## config.mk

```make
export PLATFORM = sky130hd
export DESIGN_NAME = eth_tx_sched
export DESIGN_NICKNAME = d
export VERILOG_FILES = /design/src/rtl/eth_tx_sched_pkg.sv /design/src/rtl/eth_tx_sched_pick.sv /design/src/rtl/eth_tx_sched.sv
export SDC_FILE = /design/constraint.sdc
export NUM_CORES = 1
export LEC_CHECK = 0
export BUFFER_PORTS_ARGS = -buffer_cell sky130_fd_sc_hd__buf_4
export CORE_MARGIN = 1
export CORE_UTILIZATION = 39
export CTS_BUF_LIST = sky130_fd_sc_hd__clkbuf_8
export DETAILED_ROUTE_END_ITERATION = 16
export PLACE_DENSITY = 0.7
export SLEW_MARGIN = 20
export SYNTH_ARGS = -nofsm -noshare
export SYNTH_HDL_FRONTEND = slang
export SYNTH_HIERARCHICAL = 1
export SYNTH_SLANG_ARGS = --single-unit
```

## constraint.sdc

```tcl
create_clock -name rx0_pclk -period 2.23 [get_ports rx0_pclk]
set_input_delay 0.669 -clock rx0_pclk [delete_from_list [all_inputs] [get_ports rx0_pclk]]
set_output_delay 0.669 -clock rx0_pclk [all_outputs]
set_load 0.02 [all_outputs]
```

## src/rtl/eth_tx_sched_pkg.sv

```systemverilog
`default_nettype none
// +----------------------------------------------------------------------------+
// | Package     : eth_tx_sched_pkg                                             |
// | Description : Shared constants for the Ethernet TX scheduler: FSM state    |
// |               encoding and tx_sel codes.                                   |
// | Revision    : 1.0 - initial release                                        |
// +----------------------------------------------------------------------------+
package eth_tx_sched_pkg;

   // Scheduler FSM state encoding
   localparam logic [1:0] IDLE  = 2'd0;
   localparam logic [1:0] GRANT = 2'd1;
   localparam logic [1:0] BUSY  = 2'd2;
   localparam logic [1:0] GAP   = 2'd3;

   // tx_sel codes presented to the packet builder
   localparam logic SEL_VID = 1'b0;
   localparam logic SEL_AUD = 1'b1;

endpackage : eth_tx_sched_pkg
`default_nettype wire

```

## src/rtl/eth_tx_sched_pick.sv

```systemverilog
`default_nettype none
// +----------------------------------------------------------------------------+
// | Module      : eth_tx_sched_pick                                            |
// | Description : Combinational priority / age comparator. Video wins unless   |
// |               audio has waited AUD_MAX_WAIT cycles or more.                |
// | Revision    : 1.0 - initial release                                        |
// |                                                                            |
// | Ports                                                                      |
// |   vid_req   in   video request level                                       |
// |   aud_req   in   audio request level                                       |
// |   aud_age   in   cycles audio has been waiting (CNT_W bits)                |
// |   grant_vid out  video would win arbitration this cycle                    |
// |   grant_aud out  audio would win arbitration this cycle                    |
// +----------------------------------------------------------------------------+
module eth_tx_sched_pick #(
   parameter int CNT_W        = 16,
   parameter int AUD_MAX_WAIT = 2048
) (
   input  logic             vid_req,
   input  logic             aud_req,
   input  logic [CNT_W-1:0] aud_age,
   output logic             grant_vid,
   output logic             grant_aud
);

   // Compare one bit wider so a threshold equal to 2^CNT_W is representable
   // (audio then never gains priority through age alone).
   localparam logic [CNT_W:0] AGE_THR = (CNT_W+1)'(AUD_MAX_WAIT);

   logic aud_starved;

   assign aud_starved = ({1'b0, aud_age} >= AGE_THR);

   // The two grants are mutually exclusive by construction.
   assign grant_aud = aud_req & (~vid_req | aud_starved);
   assign grant_vid = vid_req & ~grant_aud;

endmodule : eth_tx_sched_pick
`default_nettype wire

```

## src/rtl/eth_tx_sched.sv

```systemverilog
`default_nettype none
// +----------------------------------------------------------------------------+
// | Module      : eth_tx_sched                                                 |
// | Description : Shares the single Ethernet TX packet builder between video   |
// |               line segments and audio sample packets. Grants one packet at |
// |               a time, enforces an inter-packet gap and aborts a packet if  |
// |               the builder fails to report tx_done within TIMEOUT cycles.   |
// |               Video has priority; audio is protected from starvation by a  |
// |               wait-age threshold.                                          |
// | Revision    : 1.0 - initial release                                        |
// |                                                                            |
// | Optional    : TX_SCHED_STATS_EN - when defined, vid_pkt_cnt/aud_pkt_cnt    |
// |               count granted packets; otherwise both are tied to 0.         |
// |                                                                            |
// | Ports                                                                      |
// |   rx0_pclk    in   pixel clock, all logic on posedge                       |
// |   rstbtn_n    in   asynchronous active-low reset                           |
// |   vid_req     in   video segment ready (level, held until vid_ack)         |
// |   vid_index   in   12-bit segment index, valid while vid_req               |
// |   vid_ack     out  one-cycle pulse, video request accepted                 |
// |   aud_req     in   audio packet ready (level, held until aud_ack)          |
// |   aud_ack     out  one-cycle pulse, audio request accepted                 |
// |   tx_start    out  one-cycle pulse to the packet builder                   |
// |   tx_sel      out  0 = video, 1 = audio, held until return to IDLE         |
// |   tx_index    out  latched vid_index for video, 0 for audio                |
// |   tx_done     in   one-cycle pulse from builder, packet finished           |
// |   busy        out  high in every state other than IDLE                     |
// |   timeout_err out  sticky timeout flag, cleared only by reset              |
// |   vid_pkt_cnt out  granted video packets (CNT_W bits)                      |
// |   aud_pkt_cnt out  granted audio packets (CNT_W bits)                      |
// +----------------------------------------------------------------------------+
module eth_tx_sched #(
   parameter int IFG_CYCLES   = 12,
   parameter int TIMEOUT      = 4096,
   parameter int AUD_MAX_WAIT = 2048,
   parameter int CNT_W        = 16
) (
   input  logic             rx0_pclk,
   input  logic             rstbtn_n,
   input  logic             vid_req,
   input  logic [11:0]      vid_index,
   output logic             vid_ack,
   input  logic             aud_req,
   output logic             aud_ack,
   output logic             tx_start,
   output logic             tx_sel,
   output logic [11:0]      tx_index,
   input  logic             tx_done,
   output logic             busy,
   output logic             timeout_err,
   output logic [CNT_W-1:0] vid_pkt_cnt,
   output logic [CNT_W-1:0] aud_pkt_cnt
);

   import eth_tx_sched_pkg::*;

   localparam int TMO_W = (TIMEOUT > 1)    ? $clog2(TIMEOUT)    : 1;
   localparam int GAP_W = (IFG_CYCLES > 1) ? $clog2(IFG_CYCLES) : 1;

   localparam logic [TMO_W-1:0] TMO_LAST = TMO_W'(TIMEOUT - 1);
   localparam logic [GAP_W-1:0] GAP_LAST = GAP_W'(IFG_CYCLES - 1);
   localparam logic [CNT_W-1:0] AGE_MAX  = {CNT_W{1'b1}};

   logic [1:0]       state;
   logic [1:0]       state_nxt;
   logic [TMO_W-1:0] tmo_cnt;
   logic [GAP_W-1:0] gap_cnt;
   logic [CNT_W-1:0] aud_age;

   logic             grant_vid;
   logic             grant_aud;
   logic             tmo_hit;

   logic             vid_ack_nxt;
   logic             aud_ack_nxt;
   logic             tx_start_nxt;
   logic             tx_sel_nxt;
   logic [11:0]      tx_index_nxt;
   logic             busy_nxt;
   logic             timeout_err_nxt;

   // ------------------------------------------------------------------------
   // Arbitration
   // ------------------------------------------------------------------------
   eth_tx_sched_pick #(
      .CNT_W        (CNT_W),
      .AUD_MAX_WAIT (AUD_MAX_WAIT)
   ) u_pick (
      .vid_req   (vid_req),
      .aud_req   (aud_req),
      .aud_age   (aud_age),
      .grant_vid (grant_vid),
      .grant_aud (grant_aud)
   );

   // A tx_done in the final timeout cycle wins: the packet counts as done.
   assign tmo_hit = (state == BUSY) && !tx_done && (tmo_cnt == TMO_LAST);

   // ------------------------------------------------------------------------
   // FSM: state register (outputs are registered alongside the state)
   // ------------------------------------------------------------------------
   always_ff @(posedge rx0_pclk or negedge rstbtn_n) begin
      if (!rstbtn_n) begin
         state       <= IDLE;
         vid_ack     <= 1'b0;
         aud_ack     <= 1'b0;
         tx_start    <= 1'b0;
         tx_sel      <= SEL_VID;
         tx_index    <= 12'd0;
         busy        <= 1'b0;
         timeout_err <= 1'b0;
      end else begin
         state       <= state_nxt;
         vid_ack     <= vid_ack_nxt;
         aud_ack     <= aud_ack_nxt;
         tx_start    <= tx_start_nxt;
         tx_sel      <= tx_sel_nxt;
         tx_index    <= tx_index_nxt;
         busy        <= busy_nxt;
         timeout_err <= timeout_err_nxt;
      end
   end

   // ------------------------------------------------------------------------
   // FSM: next-state logic
   // ------------------------------------------------------------------------
   always_comb begin
      state_nxt = state;
      case (state)
         IDLE:    if (grant_vid || grant_aud) state_nxt = GRANT;
         GRANT:   state_nxt = BUSY;
         BUSY:    if (tx_done || tmo_hit)     state_nxt = GAP;
         GAP:     if (gap_cnt == GAP_LAST)    state_nxt = IDLE;
         default: state_nxt = IDLE;
      endcase
   end

   // ------------------------------------------------------------------------
   // FSM: output logic. Values computed here are the ones the outputs take
   // in the next state, so a grant decided in IDLE at cycle N shows up as
   // ack/tx_start in the GRANT cycle N+1.
   // ------------------------------------------------------------------------
   always_comb begin
      vid_ack_nxt     = (state == IDLE) && grant_vid;
      aud_ack_nxt     = (state == IDLE) && grant_aud;
      tx_start_nxt    = vid_ack_nxt || aud_ack_nxt;
      busy_nxt        = (state_nxt != IDLE);
      timeout_err_nxt = timeout_err || tmo_hit;
      tx_sel_nxt      = tx_sel;
      tx_index_nxt    = tx_index;
      if (aud_ack_nxt) begin
         tx_sel_nxt   = SEL_AUD;
         tx_index_nxt = 12'd0;
      end else if (vid_ack_nxt) begin
         tx_sel_nxt   = SEL_VID;
         tx_index_nxt = vid_index;
      end else if (state_nxt == IDLE) begin
         // Selection is only meaningful from tx_start until back in IDLE.
         tx_sel_nxt   = SEL_VID;
         tx_index_nxt = 12'd0;
      end
   end

   // ------------------------------------------------------------------------
   // Timers. Both counters sit at zero outside their own state, which also
   // gives the clear-on-GRANT behaviour of the timeout counter.
   // ------------------------------------------------------------------------
   always_ff @(posedge rx0_pclk or negedge rstbtn_n) begin
      if (!rstbtn_n) begin
         tmo_cnt <= '0;
         gap_cnt <= '0;
      end else begin
         if (state == BUSY && !tx_done && !tmo_hit) begin
            tmo_cnt <= tmo_cnt + TMO_W'(1);
         end else begin
            tmo_cnt <= '0;
         end

         if (state == GAP && gap_cnt != GAP_LAST) begin
            gap_cnt <= gap_cnt + GAP_W'(1);
         end else begin
            gap_cnt <= '0;
         end
      end
   end

   // ------------------------------------------------------------------------
   // Audio wait age: counts while audio is pending, clears on withdrawal or
   // in the audio GRANT cycle, saturates rather than wrapping so a very long
   // wait can never look like a short one.
   // ------------------------------------------------------------------------
   always_ff @(posedge rx0_pclk or negedge rstbtn_n) begin
      if (!rstbtn_n) begin
         aud_age <= '0;
      end else if (!aud_req || (state == GRANT && tx_sel == SEL_AUD)) begin
         aud_age <= '0;
      end else if (aud_age != AGE_MAX) begin
         aud_age <= aud_age + CNT_W'(1);
      end
   end

   // ------------------------------------------------------------------------
   // Optional packet statistics (wrap modulo 2^CNT_W)
   // ------------------------------------------------------------------------
`ifdef TX_SCHED_STATS_EN
   always_ff @(posedge rx0_pclk or negedge rstbtn_n) begin
      if (!rstbtn_n) begin
         vid_pkt_cnt <= '0;
         aud_pkt_cnt <= '0;
      end else begin
         if (vid_ack) vid_pkt_cnt <= vid_pkt_cnt + CNT_W'(1);
         if (aud_ack) aud_pkt_cnt <= aud_pkt_cnt + CNT_W'(1);
      end
   end
`else
   assign vid_pkt_cnt = '0;
   assign aud_pkt_cnt = '0;
`endif

endmodule : eth_tx_sched
`default_nettype wire
```

Word level (Yosys, flattened, before mapping)
Cells that the tools add are included.

Bitwise gates (word level): 5. Magnitude comparators: 1. Add/sub/neg operators: 3. Equality and inequality tests: 7. Mux-type cells: 14. Reductions and logical operators: 20.

Operators by type and width (number): $mux W12 (4); $mux W16 (2); $add A16 B1 Y16 const B (1); $ge A16 B12 Y1 const B (1); $ne A16 B16 Y1 const B (1); $add A12 B1 Y12 const B (1); $eq A12 B12 Y1 const B (1); $pmux W2 S4 (1); $logic_and A1 B1 Y1 (7); $mux W2 (3); $logic_or A1 B1 Y1 (5); $add A4 B1 Y4 const B (1); $eq A2 B2 Y1 const B (2); $eq A4 B4 Y1 const B (1); $logic_not A2 Y1 (2); $mux W4 (1); $ne A4 B4 Y1 const B (1); $reduce_bool A2 Y1 (2); $logic_not A1 Y1 (3); $mux W1 (3); $reduce_bool A3 Y1 (1); $and A1 B1 Y1 (2); $eq A2 B1 Y1 const B (1); $not A1 Y1 (2); $or A1 B1 Y1 (1).

Logic and storage cells: 61. Bits in registers: 52. Output and inout bits: 50.

Longest topological paths before layout
Gate-level depths: netlist of the first run.

Depth in word-level cells: 12. Gate-level depth with buffers: 6.

Modules after synthesis
Netlist of the first run, hierarchy kept.

Modules (own cells, without submodules): eth_tx_sched (area an instance 2539.9 µm², instances 1, cells an instance 245); eth_tx_sched_pick (area an instance 31.3 µm², instances 1, cells an instance 4).

Least setup slack after synthesis of the first run
OpenSTA, ideal clock, no wires.

Path kind: input port to flip-flop. Start point: input vid_req. End point: register tx_index[0]. Slack: 0.177 ns. Path buffers: 1. Cell stages on the path: 6. Arrival time: 1.987 ns. Setup time: 0.066 ns. Path through: or4b_1 -> o32ai_1 -> and2_1 -> nor2b_1 -> buf_2 -> a22o_1.

Elaborated cells between the ends (all ways): 14.

RTL lines: from (decl) (line eth_tx_sched.sv:40) `input logic vid_req,`; $not A1 Y1 (line eth_tx_sched_pick.sv:35) `assign grant_aud = aud_req & (~vid_req | aud_starved);`; $or A1 B1 Y1 (line eth_tx_sched_pick.sv:35); $and A1 B1 Y1 (line eth_tx_sched_pick.sv:35); $not A1 Y1 (line eth_tx_sched_pick.sv:36) `assign grant_vid = vid_req & ~grant_aud;`; $and A1 B1 Y1 (*) (line eth_tx_sched_pick.sv:36); named net grant_vid (line eth_tx_sched.sv:70) `logic grant_vid;`; $logic_and A1 B1 Y1 (*) (line eth_tx_sched.sv:144) `vid_ack_nxt = (state == IDLE) && grant_vid;`; named net vid_ack_nxt (line eth_tx_sched.sv:74) `logic vid_ack_nxt;`; $mux W12 (line eth_tx_sched.sv:154) `end else if (vid_ack_nxt) begin`; $mux W12 (line eth_tx_sched.sv:151) `if (aud_ack_nxt) begin`; to (signal assigned) (line eth_tx_sched.sv:118) `tx_index <= tx_index_nxt;`; to (decl) (line eth_tx_sched.sv:47) `output logic [11:0] tx_index,`.

Mark *: on every way through the listed nets, which the timed path passes. The rest lies on a longest branch. A chain may end at the register's enable or synchronous reset.

Worst setup path in the final report of the first run
Start point: register aud_age[12]. End point: register tx_index[10].

Elaborated cells between the ends (all ways): 14.

RTL lines: from (decl) (line eth_tx_sched.sv:68) `logic [CNT_W-1:0] aud_age;`; from (signal assigned) (line eth_tx_sched.sv:198) `aud_age <= aud_age + CNT_W'(1);`; $ge A16 B12 Y1 (*) (line eth_tx_sched_pick.sv:32) `assign aud_starved = ({1'b0, aud_age} >= AGE_THR);`; $or A1 B1 Y1 (*) (line eth_tx_sched_pick.sv:35); $and A1 B1 Y1 (*) (line eth_tx_sched_pick.sv:35); $not A1 Y1 (*) (line eth_tx_sched_pick.sv:36); $and A1 B1 Y1 (*) (line eth_tx_sched_pick.sv:36); named net grant_vid (line eth_tx_sched.sv:70); $logic_and A1 B1 Y1 (*) (line eth_tx_sched.sv:144); named net vid_ack_nxt (line eth_tx_sched.sv:74); $mux W12 (line eth_tx_sched.sv:154); $mux W12 (line eth_tx_sched.sv:151).

Marks and branches as above.

==> results.toml, run 1 <==
[timing]
fin_crit_ns = 2.00
setup_viol = 0
fin_hold_ws_ns = 0.376
worst_slack_ns = 0.231
maxSlewViolCount = 0
rsz0062_at_grt = "false"
fin_setup_tns_ns = 0
fin_worst_skew_ns = 0.00859
hold_violations = 0
fmax_ghz = 0.500
worstMarginPinSlew_ns = 0.650
max_slew_margin_pct = 56.6
min_period_over_period_pct = 89.6

[placed_design]
gp_congestion = 0.773
dpl.hpwl_mm = 3.24
io_buffers = 34
pre_cts_ws_ns = 0.0218
numPlacedInstances = 357

[yosys]
seq_area_frac_synth_pct = 50.6
ys_warn_count = 6
ys_seq_elements = 52
syn-instance-count = 249
synth_edf_count = 0
syn_avg_cell_area_sq_um = 10.3
yosysUniqueCellTypes = 44
ys.flop_type = "dfrtp_1"
netlist_area_sq_mm = 0.00257
synthArstFlopShare_pct = 100

[clocking]
cts.sinks = 52
cts_tree = "yes"
clock_latency_ns = 0.31
cts_made_buffers = 5
h-tree-depth = 2
cts-root-buf = "clkbuf_8"
cts_max_path_buffers = 2
cts_hold_buf = 0
cts_setup_buffers = 0
clk_pin_slew_ns = 0.10
post_cts_resized = 0

[pwr]
seqPwrFrac_pct = 47.5
p_int_mw = 1.69
p_comb_share_pct = 19.9
leakagePower_nw = 1.38
switching_power_mw = 0.675
finalPower_mw = 2.37
clockPowerShare_pct = 32.6
irDropWorstVdd_mv = 0.528
power_density_mw_per_mm2 = 809
swShare_pct = 28.5

[finish]
nets = 307
antennaDiodeCount = 0
final_cell_mix = "52 x dfrtp_1, 37 x buf_4, 32 x conb_1, 30 x nor2_1, 14 x nand3_1"
drive_gt1_share_pct = 17.0
layout_commonest_cell = "dfrtp_1"
syn_to_final_growth_pct = 13.8
final_cells = 365

[drt]
drc_errors = 0
viasPerCell = 5.03
drtAntennaViolNets = 0
drt-wirelength-per-cell_um = 12.6
drtIter0Drc = 30
drt-total-wl_mm = 4.60
dr_total_vias = 1837
drt_pass1_iterations = 4

[grt]
grt_pass1_vias = 1815
grt-ovfl-total = 0
grt_max_degree = 53
grt_pass1_wl_mm = 8.03
antenna_found_initial = 0
grtUsageTotal_pct = 14.3

[critical_path]
crit_arrival_ns = 2.25
required_ns = 2.48
start_kind = "flip-flop"
crit_path_end_kind = "flip-flop"
cp_max_fo = 12
path_class = "flip-flop to flip-flop"

[flow_run]
drv_cap = 0

[die]
coreArea_sq_mm = 0.00635
dieArea_sq_mm = 0.00692
initial_utilization_pct = 40.5
die_w_um = 83.2
pin_count = 67
num_rows = 29
die_h_um = 83.2

[hold_path]
hold_path_class = "input port to asynchronous set/reset pin"

[outcome]
status = "completed"
[stage by stage]
step / util, % / cell area [sq um]
after floorplan: - / 2690
after global placement: 43.9 / 2790
after detailed placement: 43.9 / 2790
after CTS: 46.1 / 2930
after global routing: 46.1 / 2930
final: 46.1 / 2930
[state kept, by name, summed over array words and instances, names as in the netlist, 2 cells and up]
| register | count |
|---|---|
| state | 2 |
| tx_index | 12 |
| tmo_cnt | 12 |
| aud_age | 16 |
| gap_cnt | 4 |
[final timing paths]
path                                       endpoint  slack (ns)                     from  depth (start not counted)
max in group asynchronous    aud_age[1]$_DFFE_PN0P_        1.41                 rstbtn_n                          1
hold reg to reg                gap_cnt[0]$_DFF_PN0_        0.47     gap_cnt[0]$_DFF_PN0_                          1
min in group rx0_pclk          gap_cnt[0]$_DFF_PN0_        0.47     gap_cnt[0]$_DFF_PN0_                          1
hold / removal               aud_age[6]$_DFFE_PN0P_        0.38                 rstbtn_n                          1
setup reg to reg           tx_index[10]$_DFFE_PN0P_        0.23  aud_age[12]$_DFFE_PN0P_                          6
setup / recovery           tx_index[10]$_DFFE_PN0P_        0.23  aud_age[12]$_DFFE_PN0P_                          6
[metal layers]
metal  global-route usage (%)  wire (um)  up-vias
li1                         -          -      895
met1                     18.2       2130      892
met2                     23.9       2270       43
met3                     2.88        133        7
met4                     5.96         68        0
met5                        0          0        -
[layout make-up]
cell class	count	area [sq um]
Fill cell	592	3420
Sequential cell	52	1300
Multi-Input combinational cell	183	1080
Timing Repair Buffer	37	278
Tap cell	77	96.3
Clock buffer	5	68.8
Clock inverter	3	68.8
Inverter	8	30.0
[synthesized netlist by cell type (2+ instances only)]
| library cell | count | share of area, % |
|---|---|---|
| nor4_2 | 2 | 0.97 |
| and3_1 | 2 | 0.49 |
| and2_1 | 2 | 0.49 |
| buf_4 | 33 | 9.6 |
| inv_1 | 8 | 1.2 |
| nand4_1 | 5 | 1.2 |
| nand2_1 | 10 | 1.5 |
| ha_1 | 3 | 1.5 |
| dfrtp_1 | 52 | 51 |
| o21ai_1 | 2 | 0.39 |
| buf_2 | 2 | 0.39 |
| o211ai_1 | 3 | 0.88 |
| or3_1 | 5 | 1.2 |
| or4_1 | 4 | 1.2 |
| o31ai_1 | 3 | 0.88 |
| a21oi_1 | 8 | 1.6 |
| o21ai_0 | 3 | 0.58 |
| nor3_1 | 7 | 1.4 |
| xor2_1 | 3 | 1.0 |
| nand3_1 | 14 | 2.7 |
| a22o_1 | 12 | 4.1 |
| nor2b_1 | 2 | 0.49 |
| xnor2_1 | 10 | 3.4 |
| and4_1 | 3 | 1.0 |
| o41ai_1 | 2 | 0.68 |
| a21o_1 | 2 | 0.58 |
| nor2_1 | 30 | 4.4 |
[critical path, stage by stage (launching register included)]
cell and delay [ns]:
dfrtp_1 0.45, or4b_1 0.57, o32ai_1 0.25, and2_1 0.20, nor2b_1 0.14, buf_4 0.19
a22o_1 0.15
[power by group through the flow]
stage	Sequential (mW)	Clock [mW]	Combinational, mW
floorplan	1.20	0	0.283
global placement	1.14	0	0.458
detailed placement	1.14	0	0.474
CTS	1.13	0.795	0.478
global route	1.14	0.820	0.523
finish	1.12	0.772	0.470
[cells by family after synthesis]
kind of cell,share of synthesized area (%)
XOR/XNOR,4.43
other,0.146
multiplexers,0.389
AO/OA/AOI/OAI,11.7
flip-flops,50.6
buffers and inverters,11.8
adder cells (fa/ha/maj),1.46
AND/OR/NAND/NOR,19.5
No activity file was read; power rests on OpenSTA's default activity.
==> run 2: changes to the inputs <==
- CELL_PAD_IN_SITES_DETAIL_PLACEMENT: unset -> 1
- CELL_PAD_IN_SITES_GLOBAL_PLACEMENT: unset -> 1
- PLACE_DENSITY: 0.7 -> 0.85
==> run 2 against run 1 <==
  * Via count grew 2.8%
  * Clock skew decreased by 0.0022 ns
  * Highest routed layer unchanged
  * Sequential power barely moved
==> results.toml, run 2 (synthesis results as in run 1) <==
[pwr]
irDropWorstVdd_mv = 0.360
power_density_mw_per_mm2 = 750
finalPower_mw = 2.15
seqPwrFrac_pct = 52.3
leakagePower_nw = 1.35
swShare_pct = 32.2
p_comb_share_pct = 21.8
clockPowerShare_pct = 25.9
switching_power_mw = 0.693
p_int_mw = 1.46

[die]
pin_count = 67
num_rows = 29
die_w_um = 83.2
dieArea_sq_mm = 0.00692
die_h_um = 83.2
coreArea_sq_mm = 0.00635
initial_utilization_pct = 40.5

[drt]
drt-wirelength-per-cell_um = 14.6
drt-total-wl_mm = 5.32
drt_pass1_iterations = 4
drtIter0Drc = 69
drtAntennaViolNets = 0
viasPerCell = 5.19
dr_total_vias = 1888
drc_errors = 0

[placed_design]
pre_cts_ws_ns = -0.0338
dpl.hpwl_mm = 3.91
dpl-instance-area_sq_mm = 0.00278
io_buffers = 34
numPlacedInstances = 356
gp_congestion = 0.779

[grt]
grt_max_degree = 53
use_met1_pct = 21.1
antenna_found_initial = 0
grt_use_met2_pct = 27.6
grt_util_met3_pct = 2.88
grt-ovfl-total = 0
gr-max-usage-layer = "met2"
grtUsageTotal_pct = 16.5
grt_pass1_wl_mm = 9.16
grt_pass1_vias = 1887

[critical_path]
required_ns = 2.49
crit_path_top_delay_cell = "or4b_1"
crit_path_end_kind = "flip-flop"
crit_arrival_ns = 2.30
path_buf_inv = 1
worstPathCellList = "or4b_1 > o32ai_1 > and2_1 > nor2b_1 > buf_4 > a22o_1"
start_kind = "flip-flop"
critPathTopFamily = "simple AND/OR/NAND/NOR gates"
cp_max_fo = 12
slowest_delay_ns = 0.57
path_class = "flip-flop to flip-flop"

[hold_path]
hold_path_class = "input port to asynchronous set/reset pin"

[timing]
fmax_ghz = 0.490
fin_worst_skew_ns = 0.00635
max_slew_margin_pct = 39.0
fin_crit_ns = 2.04
worst_slack_ns = 0.191
worstMarginPinSlew_ns = 0.911
setup_viol = 0
maxSlewViolCount = 0
hold_violations = 0
rsz0062_at_grt = "false"
min_period_over_period_pct = 91.4

[clocking]
h-tree-depth = 2
cts_hold_buf = 0
cts_tree = "yes"
cts_made_buffers = 5
clock_latency_ns = 0.31
cts.sinks = 52
cts_setup_buffers = 0
cts_max_path_buffers = 2
clk_pin_slew_ns = 0.10
post_cts_resized = 0
cts-root-buf = "clkbuf_8"

[finish]
regMostFlops = "aud_age"
finalInstanceArea_sq_mm = 0.00287
final_cells = 364
nets = 306
top_regs = "aud_age (16), tmo_cnt (12), tx_index (12)"
final_cell_mix = "52 x dfrtp_1, 36 x buf_4, 32 x conb_1, 30 x nor2_1, 14 x nand3_1"
drive_gt1_share_pct = 16.7
antennaDiodeCount = 0
largest_reg_flops = 16
syn_to_final_growth_pct = 11.7
layout_commonest_cell = "dfrtp_1"

[flow_run]
drv_cap = 0

[outcome]
status = "completed"
-- run 2: cell types whose count changed in the layout (fill, tap and decap cells not counted), sizes merged --
cell      before  now
bufinv         2    0
clkinv         0    1
buf           37   36
clkinvlp       0    1
-- run 2: final timing paths --
| path | startpoint | end | slack, ns | cells past startpoint |
|---|---|---|---|---|
| setup / recovery | aud_age[12]$_DFFE_PN0P_ | tx_index[8]$_DFFE_PN0P_ | 0.19 | 6 |
| hold / removal | rstbtn_n | aud_age[10]$_DFFE_PN0P_ | 0.36 | 1 |
| setup reg to reg | aud_age[12]$_DFFE_PN0P_ | tx_index[8]$_DFFE_PN0P_ | 0.19 | 6 |
| hold reg to reg | gap_cnt[0]$_DFF_PN0_ | gap_cnt[0]$_DFF_PN0_ | 0.47 | 1 |
| max in group asynchronous | rstbtn_n | gap_cnt[1]$_DFF_PN0_ | 1.43 | 1 |
| min in group rx0_pclk | gap_cnt[0]$_DFF_PN0_ | gap_cnt[0]$_DFF_PN0_ | 0.47 | 1 |
-- run 2: final cells by class --
cell class | count | area [sq um]
clock buffer | 5 | 68.8
clock inverter | 3 | 21.3
fill | 709 | 3480
inverter | 8 | 30.0
multi-input combinational | 183 | 1080
sequential | 52 | 1300
tap | 77 | 96.3
timing repair buffer | 36 | 270
-- run 2: power groups by stage --
stage	Combinational (mW)	Clock (mW)	Sequential, mW
after floorplan	0.283	0	1.20
after CTS	0.482	0.575	1.13
after global routing	0.521	0.608	1.14
after global placement	0.460	0	1.14
final	0.471	0.557	1.13
after detailed placement	0.480	0	1.15
-- run 2: metrics by stage --
stage               TNS (ns)  util (%)  hold WS (ns)
finish                     0      45.2         0.356
global route               0      45.2         0.424
CTS                        0      45.2         0.396
detailed placement    -0.166      43.8         0.459
global placement           0      43.8         0.445
floorplan                  0         -         0.373
-- run 2: layer usage --
| layer | vias up | wire length [um] |
|---|---|---|
| met5 | - | 0 |
| met4 | 0 | 72 |
| met3 | 5 | 247 |
| met2 | 49 | 2690 |
| met1 | 945 | 2310 |
| li1 | 889 | - |
==> run 3: changes to the inputs <==
- CORE_UTILIZATION: 39 -> 42
- PLACE_DENSITY: 0.85 -> 0.8
==> run 3 against run 2 <==
  * Non-clock buffer count grew 1
  * Via count shrank 0.42%
  * Design area grew 1.4%
  * Hold slack gained 0.038 ns
  * Worst setup slack gained 0.053 ns
  * Core utilization grew 4.0 points
  * Maximum frequency grew 2.7%
  * Clock power grew 26%
==> results.toml, run 3 (synthesis results as in run 1) <==
[outcome]
status = "completed"

[placed_design]
io_buffers = 34
numPlacedInstances = 355
gp_congestion = 0.718
dpl-instance-area_sq_mm = 0.00279
pre_cts_ws_ns = 0.0374
dpl.hpwl_mm = 4.01

[die]
dieArea_sq_mm = 0.00644
coreArea_sq_mm = 0.00592
die_w_um = 80.2
die_h_um = 80.2
num_rows = 28
pin_count = 67
initial_utilization_pct = 43.4

[timing]
max_slew_margin_pct = 33.6
min_period_over_period_pct = 89.1
fin_hold_ws_ns = 0.394
worst_slack_ns = 0.244
maxSlewViolCount = 0
fin_crit_ns = 1.99
fin_worst_skew_ns = 0.00641
fmax_ghz = 0.504
rsz0062_at_grt = "false"
fin_setup_tns_ns = 0
setup_viol = 0
hold_violations = 0
worstMarginPinSlew_ns = 0.992

[clocking]
h-tree-depth = 2
post_cts_resized = 0
cts_setup_buffers = 0
cts_hold_buf = 0
cts_tree = "yes"
cts.sinks = 52
clk_pin_slew_ns = 0.09
cts_made_buffers = 5
cts_max_path_buffers = 2
clock_latency_ns = 0.30
cts-root-buf = "clkbuf_8"

[finish]
top_regs = "aud_age (16), tmo_cnt (12), tx_index (12)"
syn_to_final_growth_pct = 13.3
largest_reg_flops = 16
drive_gt1_share_pct = 17.0
final_cell_mix = "52 x dfrtp_1, 37 x buf_4, 32 x conb_1, 30 x nor2_1, 14 x nand3_1"
antennaDiodeCount = 0
regMostFlops = "aud_age"
layout_commonest_cell = "dfrtp_1"
finalInstanceArea_sq_mm = 0.00291
nets = 307
final_cells = 363
utilization_pct = 49.2

[drt]
drtIter0Drc = 86
dr_total_vias = 1880
drtAntennaViolNets = 0
drt_pass1_iterations = 8
drt-wirelength-per-cell_um = 14.9
drc_errors = 0
viasPerCell = 5.18
routed-wl-met3_um = 194
met1_length_mm = 2.38
drt-total-wl_mm = 5.42
top_layer_used = "met4"
route.met2.wl_mm = 2.81

[hold_path]
hold_path_class = "input port to asynchronous set/reset pin"

[grt]
grt_pass1_vias = 1939
grt_pass1_wl_mm = 9.20
grtUsageTotal_pct = 18.7
antenna_found_initial = 0
grt_max_degree = 53
grt-ovfl-total = 0

[pwr]
power_density_mw_per_mm2 = 794
leakagePower_nw = 1.37
finalPower_mw = 2.31
irDropWorstVdd_mv = 0.448

[critical_path]
path_class = "flip-flop to flip-flop"
critPathTopFamily = "simple AND/OR/NAND/NOR gates"
cp_max_fo = 12
slowest_delay_ns = 0.56
crit_path_top_delay_cell = "or4b_1"
worstPathCellList = "or4b_1 > o32ai_1 > and2_1 > nor2b_1 > buf_4 > a22o_1"
required_ns = 2.47
start_kind = "flip-flop"
crit_arrival_ns = 2.23
path_buf_inv = 1
crit_path_end_kind = "flip-flop"

[flow_run]
drv_cap = 0
run 3: cell count changes in the layout (fill, tap and decap cells not counted), sizes merged:
cell	before	now
clkinvlp	1	0
buf	36	37
bufinv	0	1
inv	9	8
clkbuf	5	7
clkinv	1	0
run 3: path summary, 6_finish.rpt:
check	from	to	slack (ns)	depth (start not counted)
worst max-delay path	aud_age[12]$_DFFE_PN0P_	tx_index[1]$_DFFE_PN0P_	0.24	6
worst min-delay path	rstbtn_n	busy$_DFF_PN0_	0.39	1
worst max register to register	aud_age[12]$_DFFE_PN0P_	tx_index[1]$_DFFE_PN0P_	0.24	6
worst min register to register	gap_cnt[0]$_DFF_PN0_	gap_cnt[0]$_DFF_PN0_	0.48	1
max in group asynchronous	rstbtn_n	aud_age[5]$_DFFE_PN0P_	1.39	1
min in group rx0_pclk	gap_cnt[0]$_DFF_PN0_	gap_cnt[0]$_DFF_PN0_	0.48	1
run 3: power by group:
group,internal (mW),switching [mW]
clock,0.396,0.306
sequential,1.05,0.0845
combinational,0.190,0.286
run 3: worst reg2reg max path, stage by stage (launching register included):
cell,delay [ns]
dfrtp_1,0.46
or4b_1,0.56
o32ai_1,0.21
and2_1,0.19
nor2b_1,0.15
buf_4,0.20
a22o_1,0.15
run 3: metal layers:
layer / vias up / GRT usage (%)
met4: 0 / 5.18
li1: 895 / -
met5: - / 0
met1: 933 / 23.3
met2: 48 / 32.4
met3: 4 / 4.09
run 3: final cells by class:
class / count / area (sq um)
Fill cell: 683 / 3010
Sequential cell: 52 / 1300
Multi-Input combinational cell: 183 / 1080
Timing Repair Buffer: 37 / 278
Clock buffer: 7 / 96.3
Tap cell: 75 / 93.8
Clock inverter: 1 / 30.0
Inverter: 8 / 30.0
